--- src/rtl/shift_rows_pipe_if.sv ---
// Handshake bundle for the shift_rows_pipe stage: an input valid/ready
// channel carrying the state and its mode, and an output valid/ready channel
// carrying the permuted state.
interface shift_rows_pipe_if #(
  parameter int STATE_W = 16
);
  logic               in_valid;
  logic               in_ready;
  logic [STATE_W-1:0] code;
  logic               in_inv;
  logic               out_valid;
  logic               out_ready;
  logic [STATE_W-1:0] altered;

  // The upstream/downstream environment drives inputs and consumes outputs.
  modport master (
    output in_valid, code, in_inv, out_ready,
    input  in_ready, out_valid, altered
  );

  // The stage itself.
  modport slave (
    input  in_valid, code, in_inv, out_ready,
    output in_ready, out_valid, altered
  );
endinterface

--- src/rtl/shift_rows_pipe.sv ---
// Registered ShiftRows / InvShiftRows stage with a 2-entry skid buffer.
// The state is a ROWS x COLS matrix of CELL_W-bit cells, stored column-major
// with cell (r,c) at index k=c*ROWS+r counted from the MSB end.
// Optional build macro SHIFT_ROWS_SELFCHECK_EN: each buffer entry also keeps
// the original input and its mode; at delivery the opposite permutation is
// applied to the outgoing state and compared against it, raising a sticky err.
module shift_rows_pipe #(
  parameter int CELL_W = 4,
  parameter int ROWS   = 2,
  parameter int COLS   = 2,
  parameter int CNT_W  = 16
) (
  input  logic                   clk,
  input  logic                   rst,
  shift_rows_pipe_if.slave       bus,
  output logic [CNT_W-1:0]       blk_cnt,
  output logic                   err
);

  localparam int STATE_W = CELL_W * ROWS * COLS;

  // Reject degenerate geometries and a bundle whose width disagrees.
  generate
    if (ROWS < 1 || COLS < 1 || CELL_W < 1) begin : g_bad_geometry
      $error("shift_rows_pipe: ROWS, COLS and CELL_W must all be at least 1");
    end
    if ($bits(bus.code) != STATE_W) begin : g_bad_width
      $error("shift_rows_pipe: interface STATE_W does not match CELL_W*ROWS*COLS");
    end
  endgenerate

  // Row r moves left by r (forward) or right by r (inverse); the inverse
  // source column adds COLS before subtracting so nothing goes negative.
  function automatic logic [STATE_W-1:0] permute(
    input logic [STATE_W-1:0] s,
    input logic               inv
  );
    logic [STATE_W-1:0] res;
    int rm, src, k, ks;
    res = '0;
    for (int r = 0; r < ROWS; r++) begin
      for (int c = 0; c < COLS; c++) begin
        rm  = r % COLS;
        src = inv ? ((c + COLS - rm) % COLS) : ((c + rm) % COLS);
        k   = c * ROWS + r;
        ks  = src * ROWS + r;
        res[STATE_W-1-k*CELL_W -: CELL_W] = s[STATE_W-1-ks*CELL_W -: CELL_W];
      end
    end
    return res;
  endfunction

  typedef enum logic [1:0] {
    EMPTY = 2'd0,
    ONE   = 2'd1,
    FULL  = 2'd2
  } state_t;

  typedef struct packed {
    logic [STATE_W-1:0] data;
`ifdef SHIFT_ROWS_SELFCHECK_EN
    logic               inv;
    logic [STATE_W-1:0] orig;
`endif
  } entry_t;

  state_t state;
  entry_t head;
  entry_t tail;
  entry_t incoming;
  logic   rdy_q;
  logic   vld_q;
  logic   accept;
  logic   deliver;

  // Build the entry that an accepted block would occupy.
  always_comb begin
    incoming      = '0;
    incoming.data = permute(bus.code, bus.in_inv);
`ifdef SHIFT_ROWS_SELFCHECK_EN
    incoming.inv  = bus.in_inv;
    incoming.orig = bus.code;
`endif
  end

  assign accept        = bus.in_valid & rdy_q;
  assign deliver       = vld_q & bus.out_ready;
  assign bus.in_ready  = rdy_q;
  assign bus.out_valid = vld_q;
  assign bus.altered   = head.data;

  // Buffer occupancy FSM; head is what is presented, tail is the second slot.
  // In ONE with accept and deliver together the new block replaces head
  // directly, keeping one block per cycle without touching tail.
  always_ff @(posedge clk or posedge rst) begin
    if (rst) begin
      state   <= EMPTY;
      rdy_q   <= 1'b1;
      vld_q   <= 1'b0;
      head    <= '0;
      tail    <= '0;
      blk_cnt <= '0;
    end else begin
      if (deliver) begin
        blk_cnt <= blk_cnt + CNT_W'(1);
      end
      case (state)
        EMPTY: begin
          if (accept) begin
            head  <= incoming;
            state <= ONE;
            vld_q <= 1'b1;
          end
        end
        ONE: begin
          if (accept && deliver) begin
            head <= incoming;
          end else if (accept) begin
            tail  <= incoming;
            state <= FULL;
            rdy_q <= 1'b0;
          end else if (deliver) begin
            state <= EMPTY;
            vld_q <= 1'b0;
          end
        end
        FULL: begin
          if (deliver) begin
            head  <= tail;
            state <= ONE;
            rdy_q <= 1'b1;
          end
        end
        default: begin
          state <= EMPTY;
          rdy_q <= 1'b1;
          vld_q <= 1'b0;
        end
      endcase
    end
  end

`ifdef SHIFT_ROWS_SELFCHECK_EN
  // Undo the permutation on the outgoing block and flag any disagreement.
  always_ff @(posedge clk or posedge rst) begin
    if (rst) begin
      err <= 1'b0;
    end else if (deliver && (permute(head.data, ~head.inv) != head.orig)) begin
      err <= 1'b1;
    end
  end
`else
  assign err = 1'b0;
`endif

endmodule

--- src/flat_wrapper.sv ---
// flat-port wrapper written by rule: the top's interface ports become plain ports
module shift_rows_pipe_flat 
#(
  parameter int CELL_W = 4,
  parameter int ROWS   = 2,
  parameter int COLS   = 2,
  parameter int CNT_W  = 16
)
  (clk, rst, blk_cnt, err, bus_in_valid, bus_code, bus_in_inv, bus_out_ready, bus_in_ready, bus_out_valid, bus_altered);
  shift_rows_pipe_if bus_i ();
  input  logic clk;
  input  logic rst;
  output logic [CNT_W-1:0] blk_cnt;
  output logic err;
  input wire logic [$bits(bus_i.in_valid)-1:0] bus_in_valid;
  input wire logic [$bits(bus_i.code)-1:0] bus_code;
  input wire logic [$bits(bus_i.in_inv)-1:0] bus_in_inv;
  input wire logic [$bits(bus_i.out_ready)-1:0] bus_out_ready;
  output wire logic [$bits(bus_i.in_ready)-1:0] bus_in_ready;
  output wire logic [$bits(bus_i.out_valid)-1:0] bus_out_valid;
  output wire logic [$bits(bus_i.altered)-1:0] bus_altered;
  assign bus_i.in_valid = bus_in_valid;
  assign bus_i.code = bus_code;
  assign bus_i.in_inv = bus_in_inv;
  assign bus_i.out_ready = bus_out_ready;
  assign bus_in_ready = bus_i.in_ready;
  assign bus_out_valid = bus_i.out_valid;
  assign bus_altered = bus_i.altered;
  shift_rows_pipe #(.CELL_W(CELL_W), .ROWS(ROWS), .COLS(COLS), .CNT_W(CNT_W)) u_core (.clk(clk), .rst(rst), .bus(bus_i), .blk_cnt(blk_cnt), .err(err));
endmodule
--- config.mk ---
export PLATFORM = sky130hd
export DESIGN_NAME = shift_rows_pipe_flat
export DESIGN_NICKNAME = d
export VERILOG_FILES = /design/src/rtl/shift_rows_pipe_if.sv /design/src/rtl/shift_rows_pipe.sv /design/src/flat_wrapper.sv
export SDC_FILE = /design/constraint.sdc
export NUM_CORES = 1
export LEC_CHECK = 0
export BUFFER_PORTS_ARGS = -buffer_cell sky130_fd_sc_hd__buf_4
export CAP_MARGIN = 20
export CELL_PAD_IN_SITES_DETAIL_PLACEMENT = 2
export CELL_PAD_IN_SITES_GLOBAL_PLACEMENT = 2
export CORE_AREA = 2 2 101 84
export CTS_CLUSTER_SIZE = 25
export DETAILED_ROUTE_END_ITERATION = 7
export DIE_AREA = 0 0 103 86
export PLACE_DENSITY_LB_ADDON = 0.25
export SLEW_MARGIN = 5
export SYNTH_ARGS = -nofsm -noshare
export SYNTH_HDL_FRONTEND = slang
export SYNTH_SLANG_ARGS = --single-unit
export TNS_END_PERCENT = 10
--- constraint.sdc ---
create_clock -name clk -period 1.6 [get_ports clk]
set_clock_uncertainty 0.1 [all_clocks]
set_input_delay 0.16 -clock clk [delete_from_list [all_inputs] [get_ports clk]]
set_output_delay 0.16 -clock clk [all_outputs]
set_load 0.01 [all_outputs]
* After elaboration in Yosys (flattened, before gate mapping)
Index checks and enable logic that the tools add are counted.
Storage, ports and cells: flip-flop bits (word level) 52, bits in latches 0, RAM bits 0, bits in read-only memories 0, input port bits 21, logic and storage cells 49, memories 0
Cells by class: $add $sub $neg 1, multiply operators 0, divide/modulo/power cells 0, order comparisons 0, equal/unequal tests 10, shift operators 0, mux-type cells 19, bitwise logic cells 5, reduce and logical (&&, ||, !) cells 8
Operator list (count):
- 2-to-1 mux 16 bit | 3
- case mux 16 bit (3 select lines) | 1
- adder 16 x 1 -> 16 bit (second input constant) | 1
- AND reduction 4 bit | 3
- 2-to-1 mux 2 bit | 5
- inequality test 2 x 1 -> 1 bit (second input constant) | 5
- 2-to-1 mux 1 bit | 7
- case mux 1 bit (3 select lines) | 2
- case mux 2 bit (3 select lines) | 1
- AND reduction 5 bit | 1
- inequality test 2 bit (second input constant) | 2
- inequality test 3 x 1 -> 1 bit (second input constant) | 1
- inverter 1 bit | 3
- AND reduction 3 bit | 1
- nonzero test 3 bit | 1
- AND 1 bit | 2
- == test 2 x 1 -> 1 bit (second input constant) | 1
- == test 2 bit (second input constant) | 1
- logical NOT 2 bit | 1
- logical AND 1 bit | 1

* Depth between registers and ports, before layout
Gate-level depths: netlist of the first run.
word-level depth 5, gate-level depth with buffers 6, mapped depth without buffers 5

* Least setup slack after synthesis of the first run
OpenSTA, ideal clock, no wires.
path kind reg2reg, start point reg u_core.rdy_q (netlist: u_core.bus.in_ready), end point reg u_core.tail[0] in the netlist's numbering, library setup time 125 ps, arrival time 1405 ps, slack -30 ps, stages on the path, launching flop included 6, buffers on the path 1, clock period less this slack 1630 ps, cells stage by stage dfstp_2 -> nand2_1 -> nor2_2 -> nand2_2 -> buf_6 -> mux2_2
On the way: word-level cells in the longest chain between the ends 4
RTL lines:
- from (decl) | RTL line shift_rows_pipe.sv:71 | logic rdy_q;
- from (signal assigned) | RTL line shift_rows_pipe.sv:98 | rdy_q <= 1'b1;
- from (signal assigned) | RTL line shift_rows_pipe.sv:121 | rdy_q <= 1'b0;
- from (signal assigned) | RTL line shift_rows_pipe.sv:131 | rdy_q <= 1'b1;
- AND 1 bit (*) | RTL line shift_rows_pipe.sv:86 | assign accept = bus.in_valid & rdy_q;
- logical AND 1 bit | RTL line shift_rows_pipe.sv:116 | if (accept && deliver) begin
- inverter 1 bit (no source line)
- AND reduction 3 bit (no source line) (*)
- to (signal assigned) | RTL line shift_rows_pipe.sv:119 | tail <= incoming;
- to (decl) | RTL line shift_rows_pipe.sv:69 | entry_t tail;
Every way passes the cells marked *; elsewhere a longest branch is shown, timed or not. A chain may end at the register's enable or synchronous reset.

* Worst setup path in the final report of the first run
start point reg u_core.rdy_q (netlist: u_core.bus.in_ready), end point reg u_core.head, in the netlist u_core.bus.altered[6]
On the way: word-level cells in the longest chain between the ends 4, elaborated cells between the ends (all ways) 5, those cells by class eq/ne: 2; bitwise: 1; reduce/logical: 2
RTL lines:
- AND 1 bit (*) | RTL line shift_rows_pipe.sv:86
- logical AND 1 bit | RTL line shift_rows_pipe.sv:116
- inequality test 2 x 1 -> 1 bit (no source line)
- AND reduction 4 bit (no source line) (*)
- to (signal assigned) | RTL line shift_rows_pipe.sv:110 | head <= incoming;
- to (signal assigned) | RTL line shift_rows_pipe.sv:117 | head <= incoming;
- to (signal assigned) | RTL line shift_rows_pipe.sv:129 | head <= tail;
- to (decl) | RTL line shift_rows_pipe.sv:68 | entry_t head;
Marks and branches as above.

==> flow_metrics.env, run 1 <==
export IMPL_outcome="finished, violations left"
export IMPL_violations="negative setup slack"
export IMPL_yosys_area_share_simple_pct=16.98
export IMPL_reg2reg_from="u_core.bus.in_ready"
export IMPL_fin_ws_ns=-0.0002190
export IMPL_initial_utilization_pct=29.42
export IMPL_synth_edf_count=0
export IMPL_antenna_cells=0
export IMPL_hold_ws_ns=0.09835
export IMPL_cp_data_arrival_time_ns=1.73
export IMPL_yosys_area_share_adder_pct=0.5476
export IMPL_synth_area_mux_share_pct=8.379
export IMPL_period_needed_ns=1.600
export IMPL_leakage_nw=1.604
export IMPL_grt_pass1_vias=1878
export IMPL_timing_rr_end="u_core.bus.altered[6]"
export IMPL_drc=0
export IMPL_max_freq_mhz=624.9
export IMPL_drive_above_1_share_pct=38.26
export IMPL_clkPwrFrac_pct=43.6
export IMPL_synth_top_family_by_area="simple AND/OR/NAND/NOR gates"
export IMPL_rows=29
export IMPL_grt_use_total_pct=14.18
export IMPL_end_kind="flop"
export IMPL_stdcell_area_um2=3322
export IMPL_whs_endpoint="u_core.bus.in_ready"
export IMPL_dieHeight_um=86
export IMPL_core_area_um2=7765
export IMPL_cts_max_level=2
export IMPL_dp_cells=377
export IMPL_cp_required_ns=1.73
export IMPL_fillers=844
export IMPL_cp_max_fo=8
export IMPL_synth_cell_types=34
export IMPL_io_buffers=53
export IMPL_hold_class="in -> reg"
export IMPL_rsz0062_at_grt="yes"
export IMPL_viasPerCell=4.532
export IMPL_p_per_area_nw_per_um2=760.5
export IMPL_synth_area_leader_cell="dfrtp_1"
export IMPL_ctsLongestPathBuffers=2
export IMPL_reg2reg_depth=6
export IMPL_synth_compound_area_share_pct=7.996
export IMPL_grt_max_degree=33
export IMPL_cts_made_buffers=5
export IMPL_ios=56
export IMPL_power_frac_comb_pct=4.4
export IMPL_multi_input_area_um2=944.7
export IMPL_firstDrtPassIters=4
export IMPL_final_util_pct=42.78
export IMPL_synthFlopType="dfrtp_1"
export IMPL_register_area_um2=1306
export IMPL_synthTopCellsByArea="dfrtp_1 56%, mux2_2 8.4%, nand2_1 6.9%"
export IMPL_finalCritPeriodShare_pct=100.0
export IMPL_cts_clk_slew_worst_paths_ns=0.11
export IMPL_holdPathStages=4
export IMPL_async_flop_share_pct=100.0
export IMPL_cp_start_kind="flop"
export IMPL_ant_nets=0
export IMPL_fin_nets=319
export IMPL_netlist_area_leader_share_pct=55.86
export IMPL_grt_ovfl_total=0
export IMPL_drt_iter0_markers=27
export IMPL_final_cells=406
export IMPL_ys_seq_area_share_pct=57.01
export IMPL_clockRootBuffer="clkbuf_8"
export IMPL_finalMaxSlewViolations=0
export IMPL_synth_seq_cells=52
export IMPL_criticalPathCategory="reg -> reg"
export IMPL_synth_area_um2=2285
export IMPL_place_gp_congestion=0.7977
export IMPL_setup_viol=1
export IMPL_antenna_found_initial=0
export IMPL_postSynthAreaPerCell_um2=10.93
export IMPL_vdd_ir_drop_max_uv=517.8
export IMPL_final_hold_viol_count=0
export IMPL_syn_nets=231
export IMPL_area_growth_pct=45.40
export IMPL_cts_tree="yes"
export IMPL_p_seq_share_pct=52.0
export IMPL_place_area_um2=2900
export IMPL_dp_hpwl_mm=4.170
export IMPL_clock_sinks=52
export IMPL_p_sw_w=0.0005217
export IMPL_p_int_w=0.002005
export IMPL_vias=1840
export IMPL_dieWidth_um=103
export IMPL_ys_warn_count=0
export IMPL_reg2reg_slack_ns=-0.0002
export IMPL_p_sw_share_pct=20.65
export IMPL_maxCapViolCount=0
export IMPL_die_area_um2=8858
export IMPL_wl_per_cell_um=15.54
export IMPL_hp_start="bus_in_valid"
export IMPL_insertion_delay_ns=0.31
export IMPL_grt_pass1_wl_mm=9.556
export IMPL_detail_route_wirelength_mm=6.311
export IMPL_synth_xor_area_share_pct=5.750
export IMPL_syn_inst=209
## timing repair
action / 4_1_cts / 5_1_grt
hold endpoints to repair: 67 / 0
pin swaps: 1 / 2
gates cloned: 0 / 2
hold buffers: 17 / 0
resized for setup: 3 / 6
setup endpoints to repair: 17 / 38
setup buffers: 0 / 2
## area by class of cell
cell class,count,share of cell area [%]
timing repair buffer,90,23.80
tap,108,4.068
inverter,2,0.2260
sequential,52,39.32
clock inverter,3,2.072
clock buffer,5,2.072
multi-input combinational,146,28.44
## cells by family (layout without fill, tap and decap cells)
| family | count (synthesis) | after routing |
|---|---|---|
| and+or+nand+nor | 87 | 87 |
| buffers and inverters | 11 | 100 |
| AOI/OAI and AO/OA | 25 | 25 |
| xor gates and xnor gates | 15 | 15 |
| other | 1 | 1 |
| adders and majority gates | 1 | 1 |
| DFF | 52 | 52 |
| muxes | 17 | 17 |
## registers in the layout, summed over array words and instances (netlist names)
name and count:
u_core.bus.out_valid 1, u_core.bus.altered 16, u_core.blk_cnt 16, u_core.state 2, u_core.tail 16, u_core.bus.in_ready 1
## stage by stage
| stage | TNS (ns) | setup slack [ns] | total power [W] |
|---|---|---|---|
| after global placement | -0.07334 | -0.04181 | 0.001419 |
| final | -0.0002190 | -0.0002190 | 0.002526 |
| after global routing | -0.5709 | -0.06844 | 0.002626 |
| after CTS | 0 | 0.005289 | 0.002562 |
| after floorplan | 0 | 0.02359 | 0.001363 |
| after detailed placement | -0.2829 | -0.09928 | 0.001420 |
## worst max-delay path by stage
stage	start	endpoint	slack (ns)	cells past startpoint
2_1_floorplan	u_core.bus.in_ready	u_core.tail[0]	0.02	5
5_1_grt	u_core.bus.in_ready	u_core.bus.altered[13]	-0.07	6
4_1_cts	u_core.bus.in_ready	u_core.bus.altered[3]	0.005	5
6_report	u_core.bus.in_ready	u_core.bus.altered[6]	-0.0002	6
3_5_place_dp	u_core.blk_cnt[1]	u_core.blk_cnt[14]	-0.1	6
3_3_place_gp	u_core.blk_cnt[1]	u_core.blk_cnt[12]	-0.04	6
## routing by layer
layer	vias to the layer above	track usage, %	wire length, um
li1	885	-	-
met1	924	19.19	2950
met3	2	2.771	195
met4	0	3.947	36
met5	-	0	0
met2	29	23.14	3128
## power groups by stage
| stage | registers [W] | logic [W] | clock network (W) |
|---|---|---|---|
| floorplan | 0.00134 | 0.0000235 | 0 |
| global placement | 0.00134 | 0.0000802 | 0 |
| detailed placement | 0.00134 | 0.0000805 | 0 |
| CTS | 0.00131 | 0.000114 | 0.00113 |
| global route | 0.00131 | 0.000125 | 0.00119 |
| finish | 0.00131 | 0.000112 | 0.00110 |
## Yosys cell counts (2+ instances only)
library cell	number
inv_1	2
xnor2_1	10
dfrtp_1	51
buf_6	3
nand4_1	4
nor2_1	23
nand3_1	6
a31oi_1	16
buf_2	3
mux2_2	17
nand2_1	42
a21oi_1	4
xor2_1	5
and3_1	2
o21ai_0	2
## layout by cell type (no fill, tap or decap), types with 4 or more instances in the layout
cell / netlist / final
nand2_1: 42 / 41
nor2_1: 23 / 22
nand3_1: 6 / 5
nand4_1: 4 / 4
dfrtp_1: 51 / 48
xor2_1: 5 / 5
clkbuf_8: 0 / 5
a31oi_1: 16 / 16
xnor2_1: 10 / 10
buf_4: 1 / 68
mux2_2: 17 / 17
a21oi_1: 4 / 4
dlygate4sd3_1: 0 / 17
## worst max-delay path, cell delays in order, from the launching register on
cell and delay, ns:
dfstp_2 0.59, nand2_4 0.09, o32ai_4 0.24, buf_12 0.16
clkbuf_16 0.15, nor2_1 0.04, a31oi_1 0.15
Power figures use the tool's default switching activity.
==> inputs of run 2 (changes only) <==
- GPL_TIMING_DRIVEN: default -> 0
==> run 2 against run 1 <==
The flow still finishes with violations (negative setup slack); non-clock buffer count shrank 3; clock power down 26%; wire length rose by 3.9%; final area is 0.15% higher; critical path depth is the same; sequential cell count did not move; total power is 11% lower; combinational power grew 4%; sequential power is essentially flat; critical path type unchanged; critical endpoint is now u_core.bus.altered[3].
==> flow_metrics.env, run 2 (synthesized netlist as in run 1, its figures left out) <==
export IMPL_antenna_found_initial=0
export IMPL_io_buffers=53
export IMPL_cp_cell_sequence="a21boi_4 -> o32ai_4 -> buf_12 -> buf_12 -> nor2_2 -> a31oi_1"
export IMPL_dieWidth_um=103
export IMPL_worst_path_buf_inv=2
export IMPL_cpPeakStageDelay_ns=0.45
export IMPL_rows=29
export IMPL_cts_tree="yes"
export IMPL_maxCapViolCount=0
export IMPL_register_area_um2=1309
export IMPL_fin_ws_ns=-0.01043
export IMPL_dieHeight_um=86
export IMPL_crit_slowest_cell="dfrtp_2"
export IMPL_hold_ws_ns=0.1271
export IMPL_end_kind="flop"
export IMPL_core_area_um2=7765
export IMPL_reg2reg_from="u_core.state[0]"
export IMPL_clock_sinks=52
export IMPL_vdd_ir_drop_max_uv=396.8
export IMPL_ant_nets=0
export IMPL_clockRootBuffer="clkbuf_8"
export IMPL_final_util_pct=42.85
export IMPL_drt_iter0_markers=49
export IMPL_whs_endpoint="u_core.bus.out_valid"
export IMPL_leakage_nw=1.606
export IMPL_hold_class="in -> reg"
export IMPL_critPathTopFamily="compound AO/OA/AOI/OAI gates"
export IMPL_die_area_um2=8858
export IMPL_p_per_area_nw_per_um2=673.5
export IMPL_cp_start_kind="flop"
export IMPL_cts_max_level=2
export IMPL_wl_per_cell_um=16.27
export IMPL_dp_cells=371
export IMPL_multi_input_area_um2=1001
export IMPL_cp_max_fo=7
export IMPL_drc=0
export IMPL_reg2reg_depth=6
export IMPL_most_common_layout_cells="59 x buf_4, 46 x dfrtp_1, 41 x nand2_1"
export IMPL_antenna_cells=0
export IMPL_final_common_cell="buf_4"
export IMPL_rsz0062_at_grt="yes"
export IMPL_setup_tns_ns=-0.01494
export IMPL_finalMaxSlewViolations=0
export IMPL_drive_above_1_share_pct=40.68
export IMPL_violations="negative setup slack"
export IMPL_fin_nets=316
export IMPL_cts_clk_slew_worst_paths_ns=0.10
export IMPL_outcome="finished, violations left"
export IMPL_detail_route_wirelength_mm=6.555
export IMPL_area_growth_pct=45.62
export IMPL_setup_viol=2
export IMPL_cp_data_arrival_time_ns=1.74
export IMPL_vias=1845
export IMPL_cp_required_ns=1.73
export IMPL_insertion_delay_ns=0.32
export IMPL_grt_use_total_pct=15.79
export IMPL_reg2reg_slack_ns=-0.01
export IMPL_grt_max_degree=37
export IMPL_max_freq_mhz=621.0
export IMPL_grt_pass1_wl_mm=10.61
export IMPL_period_needed_ns=1.610
export IMPL_final_hold_viol_count=0
export IMPL_grt_ovfl_total=0
export IMPL_grt_pass1_vias=2047
export IMPL_cts_made_buffers=5
export IMPL_final_cells=403
export IMPL_total_power_w=0.002241
export IMPL_timing_rr_end="u_core.bus.altered[3]"
export IMPL_initial_utilization_pct=29.42
export IMPL_firstDrtPassIters=3
export IMPL_ctsLongestPathBuffers=2
export IMPL_viasPerCell=4.578
export IMPL_ios=56
export IMPL_holdPathStages=4
export IMPL_crit_top_cell="buf_12"
export IMPL_fillers=864
export IMPL_finalCritPeriodShare_pct=100.7
export IMPL_place_gp_congestion=0.7102
export IMPL_dp_hpwl_mm=4.225
export IMPL_criticalPathCategory="reg -> reg"
export IMPL_hp_start="bus_out_ready"
## run 2: cell count changes in the layout (fill, tap and decap cells not counted), sizes merged
cell      previous run  this run
inv                  3         2
clkbuf               7        10
buf                 71        67
bufinv               2         0
clkinvlp             0         1
## run 2: per-layer routing
| metal | global-route usage [%] | wire, um | vias up |
|---|---|---|---|
| met3 | 3.015 | 221 | 7 |
| met4 | 4.665 | 83 | 0 |
| li1 | - | - | 874 |
| met2 | 26.03 | 3211 | 31 |
| met5 | 0 | 0 | - |
| met1 | 21.06 | 3038 | 933 |
## run 2: cell type report
type | count | area share, %
plain buffers | 9 | 3.084
clock buffers | 7 | 2.595
clock inverters | 1 | 0.2256
multi-input cells | 146 | 30.09
inverters | 2 | 0.2256
flip-flops and latches | 52 | 39.34
well taps | 108 | 4.062
repair buffers | 78 | 20.38
## run 2: worst register-to-register path: cells and delay by family, from the launching register on
kind / cells / cell delay (ns)
flops: 1 / 0.45
buf+inv: 2 / 0.30
simple gates: 1 / 0.04
compound gates: 3 / 0.65
## run 2: metrics by stage
step                cell area, um^2  worst slack, ns
CTS                            3197         -0.04188
global route                   3327          -0.1011
detailed placement             2840          -0.2089
finish                         3327         -0.01043
global placement               2820          -0.7616
floorplan                      2287          0.02359
## run 2: power breakdown
part           internal [W]  switching (W)  leakage, nW
Combinational     0.0000643      0.0000526        0.850
Clock              0.000353       0.000458       0.0445
Sequential          0.00131              0        0.711
## run 2: timing repair
| item | 4_1_cts | 5_1_grt |
|---|---|---|
| pin swaps | 3 | 3 |
| setup buffers | 2 | 3 |
| setup endpoints to repair | 33 | 32 |
| endpoints found under the hold margin | 35 | 0 |
| hold buffers | 17 | 0 |
| gates cloned | 1 | 1 |
| gates resized for setup | 16 | 23 |
## run 2: worst max path at each step
stage / depth (start not counted) / endpoint / slack [ns] / startpoint
after global placement: 2 / u_core.tail[13] / -0.76 / rst
after floorplan: 5 / u_core.tail[0] / 0.02 / u_core.bus.in_ready
after global routing: 7 / u_core.bus.altered[11] / -0.10 / u_core.state[0]
final: 6 / u_core.bus.altered[3] / -0.01 / u_core.state[0]
after detailed placement: 5 / u_core.blk_cnt[14] / -0.21 / u_core.blk_cnt[0]
after CTS: 6 / u_core.bus.altered[10] / -0.04 / u_core.bus.in_ready
==> inputs of run 3 (changes only) <==
- CORE_AREA: 2 2 101 84 -> 2 2 99 82
- CTS_BUF_LIST: default -> sky130_fd_sc_hd__clkbuf_8
- DIE_AREA: 0 0 103 86 -> 0 0 101 84
==> run 3 against run 2 <==
The run still ends with negative setup slack left; first-iteration DRC count fell by 43%; wire length down 1.5%; largest cell class unchanged; combinational power hardly changed; highest routed layer unchanged; worst setup slack worse by 0.012 ns; largest power group unchanged; final area down 2.6%; global-route usage about the same.
==> flow_metrics.env, run 3 (synthesized netlist as in run 1, its figures left out) <==
export IMPL_crit_slowest_cell="dfstp_2"
export IMPL_dp_hpwl_mm=4.189
export IMPL_leakage_nw=1.580
export IMPL_grt_ovfl_total=0
export IMPL_holdPathStages=4
export IMPL_violations="negative setup slack"
export IMPL_criticalPathCategory="reg -> reg"
export IMPL_maxCapViolCount=0
export IMPL_outcome="finished, violations left"
export IMPL_finalMaxSlewViolations=0
export IMPL_final_hold_viol_count=0
export IMPL_drive_above_1_share_pct=38.64
export IMPL_final_common_cell="buf_4"
export IMPL_die_area_um2=8484
export IMPL_final_cells=388
export IMPL_stdcell_area_um2=3239
export IMPL_cts_tree="yes"
export IMPL_cts_made_buffers=5
export IMPL_drc=0
export IMPL_clkPwrFrac_pct=40.0
export IMPL_drt_iter0_markers=28
export IMPL_place_area_um2=2821
export IMPL_cts_clk_slew_worst_paths_ns=0.10
export IMPL_grt_pass1_wl_mm=10.43
export IMPL_cp_data_arrival_time_ns=1.72
export IMPL_dieHeight_um=84
export IMPL_core_area_um2=7620
export IMPL_max_freq_mhz=616.3
export IMPL_viasPerCell=4.786
export IMPL_grt_pass1_vias=2026
export IMPL_ant_nets=0
export IMPL_vdd_ir_drop_max_uv=349.1
export IMPL_initial_utilization_pct=29.98
export IMPL_cp_start_kind="flop"
export IMPL_p_int_w=0.001850
export IMPL_period_needed_ns=1.623
export IMPL_hold_ws_ns=0.1024
export IMPL_p_seq_share_pct=55.1
export IMPL_crit_top_cell="nand2_4"
export IMPL_ios=56
export IMPL_cts_max_level=2
export IMPL_fin_nets=316
export IMPL_p_per_area_nw_per_um2=735.4
export IMPL_dieWidth_um=101
export IMPL_antenna_cells=0
export IMPL_rsz0062_at_grt="yes"
export IMPL_insertion_delay_ns=0.31
export IMPL_firstDrtPassIters=4
export IMPL_grt_use_total_pct=15.75
export IMPL_most_common_layout_cells="59 x buf_4, 47 x dfrtp_1, 41 x nand2_1"
export IMPL_detail_route_wirelength_mm=6.456
export IMPL_wl_per_cell_um=16.64
export IMPL_p_sw_share_pct=22.34
export IMPL_ctsLongestPathBuffers=2
export IMPL_area_growth_pct=41.79
export IMPL_p_sw_w=0.0005323
export IMPL_cp_depth=5
export IMPL_cpPeakStageDelay_ns=0.59
export IMPL_worst_path_buf_inv=1
export IMPL_grt_max_degree=38
export IMPL_cp_max_fo=10
export IMPL_cp_cell_sequence="nand2_4 -> nor2_4 -> nand2_4 -> buf_12 -> mux2_2"
export IMPL_power_frac_comb_pct=4.9
export IMPL_clockRootBuffer="clkbuf_8"
export IMPL_cp_required_ns=1.70
export IMPL_rows=29
export IMPL_critPathTopFamily="flip-flops"
export IMPL_antenna_found_initial=0
export IMPL_vias=1857
export IMPL_clock_sinks=52
export IMPL_setup_tns_ns=-0.1655
export IMPL_io_buffers=53
export IMPL_reg2reg_depth=5
export IMPL_fin_ws_ns=-0.02263
export IMPL_dp_cells=356
export IMPL_finalCritPeriodShare_pct=101.4
export IMPL_setup_viol=10
export IMPL_place_gp_congestion=0.7363
export IMPL_end_kind="flop"
export IMPL_hold_class="in -> reg"
run 3: per-stage QoR:
stage | util, % | power [W] | setup WS, ns
floorplan | - | 0.001363 | 0.02359
global route | 42.51 | 0.002482 | -0.07530
detailed placement | 37.03 | 0.001425 | -0.2099
finish | 42.51 | 0.002382 | -0.02263
CTS | 41.74 | 0.002418 | -0.01730
global placement | 36.77 | 0.001417 | -0.7896
run 3: cell type report:
class | instances | area, um^2
Buffer | 9 | 92.59
Clock buffer | 5 | 68.82
Clock inverter | 3 | 46.29
Fill cell | 828 | 4380
Inverter | 2 | 7.507
Multi-Input combinational cell | 146 | 954.7
Sequential cell | 52 | 1308
Tap cell | 93 | 116.4
Timing Repair Buffer | 78 | 645.6
run 3: worst register-to-register path, stage by stage, from the launching register on:
cell and delay, ns:
dfstp_2 0.59, nand2_4 0.09, nor2_4 0.14, nand2_4 0.14, buf_12 0.19, mux2_2 0.27
run 3: power by group through the flow:
stage                     registers [W]  logic (W)  clock network (W)
after floorplan                 0.00134  0.0000235                  0
after detailed placement        0.00134  0.0000854                  0
after global placement          0.00134  0.0000780                  0
after global routing            0.00131   0.000130            0.00104
final                           0.00131   0.000117           0.000952
after CTS                       0.00131   0.000118           0.000987
run 3: final timing paths:
check                                    startpoint                   to  slack, ns
worst max-delay path            u_core.bus.in_ready      u_core.tail[15]      -0.02
worst max register to register  u_core.bus.in_ready      u_core.tail[15]      -0.02
worst min-delay path                   bus_in_valid  u_core.bus.in_ready       0.10
worst min register to register   u_core.blk_cnt[15]   u_core.blk_cnt[15]       0.38
min in group asynchronous                       rst    u_core.blk_cnt[9]       0.29
max in group asynchronous                       rst  u_core.bus.in_ready       0.51
run 3: per-layer routing:
layer | global-route usage (%) | up-vias | routed length (um)
met5 | 0 | - | 0
met4 | 4.668 | 0 | 58
met3 | 2.848 | 5 | 180
met2 | 25.88 | 30 | 3226
met1 | 21.14 | 944 | 2990
li1 | - | 878 | -
run 3: what timing repair did:
action / 4_1_cts / 5_1_grt
endpoints found under the setup margin: 33 / 31
hold buffers: 16 / 1
hold endpoints to repair: 31 / 1
pin swaps: 2 / 3
gates cloned: 1 / 0
resized for setup: 16 / 8
setup buffers: 3 / 3
